--- config.mk ---
export PLATFORM = sky130hd
export DESIGN_NAME = bram_portb_arbiter
export DESIGN_NICKNAME = d
export VERILOG_FILES = /design/src/rtl/bram_pkg.sv /design/src/rtl/bram_lane_align.sv /design/src/rtl/bram_portb_arbiter.sv
export SDC_FILE = /design/constraint.sdc
export NUM_CORES = 1
export LEC_CHECK = 0
export ABC_AREA = 0
export BUFFER_PORTS_ARGS = -buffer_cell sky130_fd_sc_hd__buf_4
export CAP_MARGIN = 15
export CORE_AREA = 8 8 113 115
export CTS_CLUSTER_DIAMETER = 50
export DETAILED_ROUTE_END_ITERATION = 8
export DIE_AREA = 0 0 121 123
export HOLD_SLACK_MARGIN = 0.06
export PLACE_DENSITY = 0.63
export SLEW_MARGIN = 20
export SYNTH_ARGS = -nofsm -noshare
export SYNTH_HDL_FRONTEND = slang
export SYNTH_SLANG_ARGS = --single-unit
--- constraint.sdc ---
create_clock -name clk -period 3.8 [get_ports clk]
set_input_delay 0.38 -clock clk [delete_from_list [all_inputs] [get_ports clk]]
set_output_delay 0.38 -clock clk [all_outputs]
set_load 0.01 [all_outputs]
--- src/rtl/bram_pkg.sv ---
// Shared definitions for the port-B BRAM arbiter: memory map, access size codes
// and the byte-lane mask helper used on both the store and load side.
package bram_pkg;

  localparam logic [31:0] IMEM_END = 32'h0000_5000;
  localparam logic [31:0] DMEM_END = 32'h0000_8000;

  typedef enum logic [1:0] {
    SIZE_B = 2'd0,
    SIZE_H = 2'd1,
    SIZE_W = 2'd2,
    SIZE_X = 2'd3
  } size_e;

  // Byte lanes touched by an access of the given size at byte offset off.
  function automatic logic [3:0] lane_mask(input size_e size, input logic [1:0] off);
    logic [3:0] mask;
    case (size)
      SIZE_B:  mask = 4'b0001;
      SIZE_H:  mask = 4'b0011;
      SIZE_W:  mask = 4'b1111;
      default: mask = 4'b0000;
    endcase
    return mask << off;
  endfunction

endpackage

--- src/rtl/bram_lane_align.sv ---
// Byte-lane alignment between a right-justified requester view and the BRAM word.
// Load=0: replicate store data to every lane. Load=1: shift read data down and mask.
module bram_lane_align
  import bram_pkg::*;
#(
  parameter bit Load = 1'b0
) (
  input  logic [31:0] data_in,
  input  size_e       size,
  input  logic [1:0]  off,
  output logic [31:0] data_out,
  output logic [3:0]  lanes
);

  assign lanes = lane_mask(size, off);

  if (Load) begin : g_load
    logic [31:0] shifted;

    assign shifted = data_in >> {off, 3'b000};

    always_comb begin
      data_out = '0;
      case (size)
        SIZE_B:  data_out = {24'h0, shifted[7:0]};
        SIZE_H:  data_out = {16'h0, shifted[15:0]};
        SIZE_W:  data_out = shifted;
        default: data_out = '0;
      endcase
    end
  end else begin : g_store
    // Replication lets the write-enable mask alone pick the target lane.
    always_comb begin
      data_out = data_in;
      case (size)
        SIZE_B:  data_out = {4{data_in[7:0]}};
        SIZE_H:  data_out = {2{data_in[15:0]}};
        default: data_out = data_in;
      endcase
    end
  end

endmodule

--- src/rtl/bram_portb_arbiter.sv ---
// Round-robin sharing of BRAM port B between the CPU load/store path (M0) and the
// debug loader (M1), with access checking and a one-stage response pipeline.
module bram_portb_arbiter #(
  parameter logic [31:0] IMEM_END     = bram_pkg::IMEM_END,
  parameter logic [31:0] DMEM_END     = bram_pkg::DMEM_END,
  parameter bit          PROTECT_IMEM = 1'b1
) (
  input  logic        clk,
  input  logic        rst,

  input  logic        m0_req,
  input  logic        m0_we,
  input  logic [1:0]  m0_size,
  input  logic [31:0] m0_addr,
  input  logic [31:0] m0_wdata,
  output logic        m0_gnt,
  output logic        m0_rsp_valid,
  output logic        m0_rsp_err,
  output logic [31:0] m0_rdata,

  input  logic        m1_req,
  input  logic        m1_we,
  input  logic [1:0]  m1_size,
  input  logic [31:0] m1_addr,
  input  logic [31:0] m1_wdata,
  output logic        m1_gnt,
  output logic        m1_rsp_valid,
  output logic        m1_rsp_err,
  output logic [31:0] m1_rdata,

  output logic [3:0]  bram_web,
  output logic [31:0] bram_addrb,
  output logic [31:0] bram_dib,
  input  logic [31:0] bram_dob
);

  import bram_pkg::*;

  logic        rr_ptr_q;
  logic        gnt0, gnt1, any_gnt, sel;

  logic        g_we;
  size_e       g_size;
  logic [31:0] g_addr;
  logic [31:0] g_wdata;

  logic        size_err, align_err, range_err, prot_err, acc_err;
  logic [31:0] st_data;
  logic [3:0]  st_lanes;

  logic        rsp_valid_q;
  logic        owner_q;
  logic [1:0]  off_q;
  size_e       size_q;
  logic        err_q;
  logic [31:0] ld_data;
  logic [3:0]  unused_rsp_lanes;

  // On contention the requester that was not granted last wins.
  assign gnt0    = !rst && m0_req && (!m1_req || rr_ptr_q);
  assign gnt1    = !rst && m1_req && (!m0_req || !rr_ptr_q);
  assign any_gnt = gnt0 || gnt1;
  assign sel     = gnt1;

  assign m0_gnt = gnt0;
  assign m1_gnt = gnt1;

  assign g_we    = sel ? m1_we : m0_we;
  assign g_size  = sel ? size_e'(m1_size) : size_e'(m0_size);
  assign g_addr  = sel ? m1_addr : m0_addr;
  assign g_wdata = sel ? m1_wdata : m0_wdata;

  assign size_err  = (g_size == SIZE_X);
  assign align_err = ((g_size == SIZE_H) && g_addr[0]) ||
                     ((g_size == SIZE_W) && (g_addr[1:0] != 2'b00));
  assign range_err = (g_addr >= DMEM_END);
  assign prot_err  = PROTECT_IMEM && !sel && g_we && (g_addr < IMEM_END);
  assign acc_err   = size_err || align_err || range_err || prot_err;

  bram_lane_align #(
    .Load (1'b0)
  ) u_store_align (
    .data_in  (g_wdata),
    .size     (g_size),
    .off      (g_addr[1:0]),
    .data_out (st_data),
    .lanes    (st_lanes)
  );

  assign bram_addrb = {g_addr[31:2], 2'b00};
  assign bram_dib   = st_data;
  assign bram_web   = (any_gnt && g_we && !acc_err && !rst) ? st_lanes : 4'b0000;

  always_ff @(posedge clk) begin
    if (rst) begin
      rr_ptr_q    <= 1'b0;
      rsp_valid_q <= 1'b0;
      owner_q     <= 1'b0;
      off_q       <= 2'b00;
      size_q      <= SIZE_B;
      err_q       <= 1'b0;
    end else begin
      rsp_valid_q <= any_gnt;
      if (any_gnt) begin
        rr_ptr_q <= sel;
        owner_q  <= sel;
        off_q    <= g_addr[1:0];
        size_q   <= g_size;
        err_q    <= acc_err;
      end
    end
  end

  bram_lane_align #(
    .Load (1'b1)
  ) u_load_align (
    .data_in  (bram_dob),
    .size     (size_q),
    .off      (off_q),
    .data_out (ld_data),
    .lanes    (unused_rsp_lanes)
  );

  // Gating with rst drops a response that is in flight when reset arrives.
  assign m0_rsp_valid = rsp_valid_q && !owner_q && !rst;
  assign m1_rsp_valid = rsp_valid_q && owner_q && !rst;
  assign m0_rsp_err   = m0_rsp_valid && err_q;
  assign m1_rsp_err   = m1_rsp_valid && err_q;
  assign m0_rdata     = (m0_rsp_valid && !err_q) ? ld_data : 32'h0;
  assign m1_rdata     = (m1_rsp_valid && !err_q) ? ld_data : 32'h0;

endmodule

After elaboration in Yosys (flattened, before gate mapping)
Cells that the tools add are included.
{"block": "op_classes", "magnitude_cmp": 2, "n_eq_ne": 5, "n_shift": 2, "mux": 10, "n_reduce_logical": 36}
{"op": "32-bit two-way mux", "count": 4}
{"op": "32-bit case mux with 3 select lines", "count": 1}
{"op": "32-bit case mux with 2 select lines", "count": 1}
{"op": "32-bit by 16-bit greater-or-equal comparator with 1-bit output (second input constant)", "count": 1}
{"op": "32-bit by 15-bit less-than comparator with 1-bit output (second input constant)", "count": 1}
{"op": "32-bit by 5-bit >> shifter with 32-bit output", "count": 1}
{"op": "1-bit logical AND", "count": 19}
{"op": "4-bit case mux with 3 select lines", "count": 1}
{"op": "1-bit zero test", "count": 7}
{"op": "1-bit logical OR", "count": 7}
{"op": "2-bit equality test (second input constant)", "count": 3}
{"op": "2-bit by 1-bit equality test with 1-bit output (second input constant)", "count": 2}
{"op": "2-bit zero test", "count": 2}
{"op": "4-bit two-way mux", "count": 1}
{"op": "4-bit by 2-bit left shift with 4-bit output", "count": 1}
{"op": "2-bit two-way mux", "count": 1}
{"op": "2-bit nonzero test", "count": 1}
{"op": "1-bit two-way mux", "count": 1}
{"block": "word_totals", "ff_bits": 7, "in_bits": 170, "output_inout_bits": 138, "wordCells": 60}

Longest topological paths before layout
{"block": "depth", "depth_word": 14, "depth_mapped": 12}

Hierarchy
Synthesis repeated with hierarchy kept, for this count alone.
{"block": "unflattened", "hier_cells": 422, "hier_area_um2": 3360.7}
{"mod": "bram_portb_arbiter", "instances": 1, "cells_per_inst": 249, "area_each_um2": 2045.7, "seq_area_each_um2": 140.1}
{"mod": "bram_lane_align at u_load_align", "instances": 1, "cells_per_inst": 103, "area_each_um2": 785.8, "seq_area_each_um2": 0.0}
{"mod": "bram_lane_align at u_store_align", "instances": 1, "cells_per_inst": 70, "area_each_um2": 529.3, "seq_area_each_um2": 0.0}

Least setup slack after synthesis
Ideal clock, no wire load.
{"block": "synth_timing", "path_type": "input port to output port", "start": "input rst", "end": "output bram_dib[22]", "t_arrival_ps": 2703, "required_time_ps": 3420, "slack_ps": 717, "path_stages": 12, "path_buffers": 4, "path_cell_list": "and2b_2 nand2_4 buf_6 buf_6 mux2i_1 inv_1 ha_1 clkbuf_1 nor2_1 clkbuf_1 nor2_1 a31oi_1"}
{"block": "synth_via", "elab_chain_cells": 6}
{"element": "start: declaration", "line": "bram_portb_arbiter.sv:9", "text": "input logic rst,"}
{"element": "1-bit zero test (*)", "line": "bram_portb_arbiter.sv:61", "text": "assign gnt1 = !rst && m1_req && (!m0_req || !rr_ptr_q);"}
{"element": "1-bit logical AND (*) (2 in a row)", "line": "bram_portb_arbiter.sv:61"}
{"element": "2-bit two-way mux (*)", "line": "bram_portb_arbiter.sv:69", "text": "assign g_size = sel ? size_e'(m1_size) : size_e'(m0_size);"}
{"element": "via g_size[0]", "line": "bram_portb_arbiter.sv:43", "text": "size_e g_size;"}
{"element": "2-bit by 1-bit equality test with 1-bit output / 2-bit zero test (equally long branches)", "line": "bram_lane_align.sv:35", "text": "case (size)"}
{"element": "32-bit case mux with 2 select lines (*)", "line": "bram_lane_align.sv:35"}
{"element": "end: declaration", "line": "bram_portb_arbiter.sv:33", "text": "output logic [31:0] bram_dib,"}
Mark *: on every way through the listed nets, which the timed path passes. The rest lies on a longest branch.

==> results.cfg <==
[global_route]
grt_max_degree = 65
grt_pass1_vias = 4311
grt_usage_pct = 19.5
antenna_found_initial = 1
grt_first_pass_wirelength_um = 23300
grt_overflow_total = 0

[place]
globalplace.congestion = 0.897
dpl.cell_count = 817
portBuffers = 305
place_hpwl_um = 13900

[pwr]
power.density_nw_per_um2 = 179
power.static_leakage_nw = 2.65
vdd_drop_max_mv = 0.114

[min_path]
hold_start = rst
holdPathStages = 2
hp-class = in2reg

[synthesis]
synth-edff-count = 0
synth.avg_cell_area_um2 = 6.74
ys_types = 53
netlist_instances = 425
ys_seq_area_share_pct = 4.89
synth_flop_cell = dfxtp_1
synthMuxAreaShare_pct = 27.7
synth_compound_area_share_pct = 18.5
synthTopCellsByArea = mux2_2 14%, nand2_1 10%, mux2i_1 9.8%, buf_4 8.6%, nor2_1 8.5%
ys_warn_count = 0
synthAdderAreaFrac_pct = 2.18
ys_top_cells_by_count = 76 x nand2_1, 65 x nor2_1, 35 x mux2_2
synth_top_family_by_area = simple AND/OR/NAND/NOR gates
syn_area_um2 = 2870
synth.top_cell.area_share_pct = 13.8
yosysMostFrequentCell = nand2_1
yosys.area_share.simple_pct = 31.5
synth-async-reset-ratio_pct = 0
ys_seq_elements = 7
synth-xor-area-share_pct = 0.306
synth_area_leader_cell = mux2_2

[setup_path]
crit_path_cell_trace = nand2_2 > nand2_4 > mux2i_1 > inv_1 > ha_1 > nand2_1 > a21oi_1 > a311oi_1 > o2111ai_2 > nor3_2 > buf_4
ff2ff_path_depth = 10
startpoint = owner_q
regToRegStartpoint = owner_q
worst-path-max-fanout = 12
crit_slowest_cell = dfxtp_1
cp-endpoint = bram_web[0]
required_ns = 3.42
critPathLaunchType = register
critical-path-max-stage-delay_ns = 0.42
r2r-end = err_q
path_depth = 11
crit_buf_inv = 2
cp-end-kind = output port
timing_worst_setup_path_type = reg2out
crit_arrival_ns = 2.99
critPathTopFamily = compound AO/OA/AOI/OAI gates
r2r_slack_ns = 1.09

[sta]
max_freq_mhz = 296
worstMarginPinSlew_ns = 0.973
fin_crit_sh_pct = 88.8
maxSlewHeadroom_pct = 35.1
clock_skew_ns = 0.00186
setup-violations-final = 0
slew_viol_final = 0
period_needed_ns = 3.37
rsz0062_at_grt = false
hold_viol_final = 0
tns_ns = 0

[route]
drc = 0
first_iter_violations = 248
routed_wl_um = 15900
first_pass_iters = 4
viasPerCell = 4.91
ant_nets = 0
wl_per_cell_um = 19.3
vias = 4032

[clock_tree]
cts_inserted_buffers = 3
ctsResizeCount = 0
clkLatencyLatePin_ns = 0.23
post_cts_buffers = 0
cts-root-buf = clkbuf_16
clk_pin_slew_ns = 0.03
cts_sinks = 7
cts_hold_buffers = 0
tritoncts = yes
cts_max_level = 1
clk_path_buf_depth = 2

[outcome]
status = completed

[final_layout]
drive_above_1_share_pct = 54.4
syn2layout_area_growth_pct = 76.7
final_net_count = 854
final_cells = 822

[job]
cap_violations = 0

[floorplan]
dieWidth_um = 121
start_util_pct = 25.9
core.rowCount = 39
die_h_um = 123
core_area_um2 = 11100
pin_count = 308
die-area_um2 = 14900
per-layer routing:
layer | share of wire, % | GRT usage, % | vias to the layer above
met5 | 0 | 0 | -
met4 | 2.7 | 6.40 | 0
met3 | 13 | 8.22 | 24
met2 | 51 | 36.6 | 243
met1 | 34 | 18.9 | 1823
li1 | - | - | 1942
sequential cells by signal (all words and copies together) (netlist names):
| register | flops |
|---|---|
| owner_q | 1 |
| err_q | 1 |
| rsp_valid_q | 1 |
| size_q | 2 |
| off_q | 2 |
cell families after synthesis:
| kind of cell | Yosys count |
|---|---|
| mux | 71 |
| simple gates | 197 |
| xor+xnor | 1 |
| other cells | 1 |
| buf+inv | 71 |
| compound gates | 72 |
| flops | 7 |
| fa+ha+maj | 5 |
worst min-delay path by stage:
stage	end	slack, ns
2_1_floorplan	size_q[1]	0.51
3_3_place_gp	size_q[1]	0.55
3_5_place_dp	size_q[1]	0.54
4_1_cts	off_q[1]	0.41
5_1_grt	off_q[1]	0.41
6_report	size_q[1]	0.40
placed cells by master (no fill, tap or decap), drive strengths merged, types with 2 or more instances in the layout:
cell,Yosys,routed
inv,10,10
nor2,65,65
ha,5,5
nand2,78,78
a31oi,8,8
nor4,8,8
o311ai,2,2
or2,3,3
nand4,2,2
a22o,8,8
mux2,43,43
a211oi,5,5
dfxtp,7,7
buf,50,309
o2111ai,2,2
a21o,8,8
a21oi,4,4
o211ai,9,9
nor2b,4,4
o21ai,12,12
and2,20,20
clkbuf,11,4
nand3,3,3
nand2b,2,2
o21bai,8,8
conb,1,2
nor3,5,5
mux2i,28,28
nand3b,2,2
area by class of cell:
| cell class | instances | area, µm² |
|---|---|---|
| Antenna cell | 1 | 2.50 |
| Clock buffer | 4 | 78.8 |
| Fill cell | 1080 | 6010 |
| Inverter | 10 | 37.5 |
| Multi-Input combinational cell | 348 | 2310 |
| Sequential cell | 7 | 140 |
| Tap cell | 143 | 179 |
| Timing Repair Buffer | 309 | 2320 |
where the power goes:
group | internal [mW] | switching, mW
registers | 0.0797 | 0.0113
logic | 0.340 | 0.301
clock network | 0.139 | 0.0361
stage by stage:
stage	hold WS (ns)	setup WS (ns)	util, %	area, µm²	power (mW)
2_1_floorplan	0.509	0.717	-	2870	0.428
3_3_place_gp	0.555	0.555	45.0	4980	0.726
3_5_place_dp	0.541	0.451	45.0	4980	0.733
4_1_cts	0.405	0.437	45.7	5060	0.911
5_1_grt	0.414	0.105	45.7	5060	0.966
6_report	0.400	0.425	45.7	5060	0.907
Power figures use the tool's default switching activity.
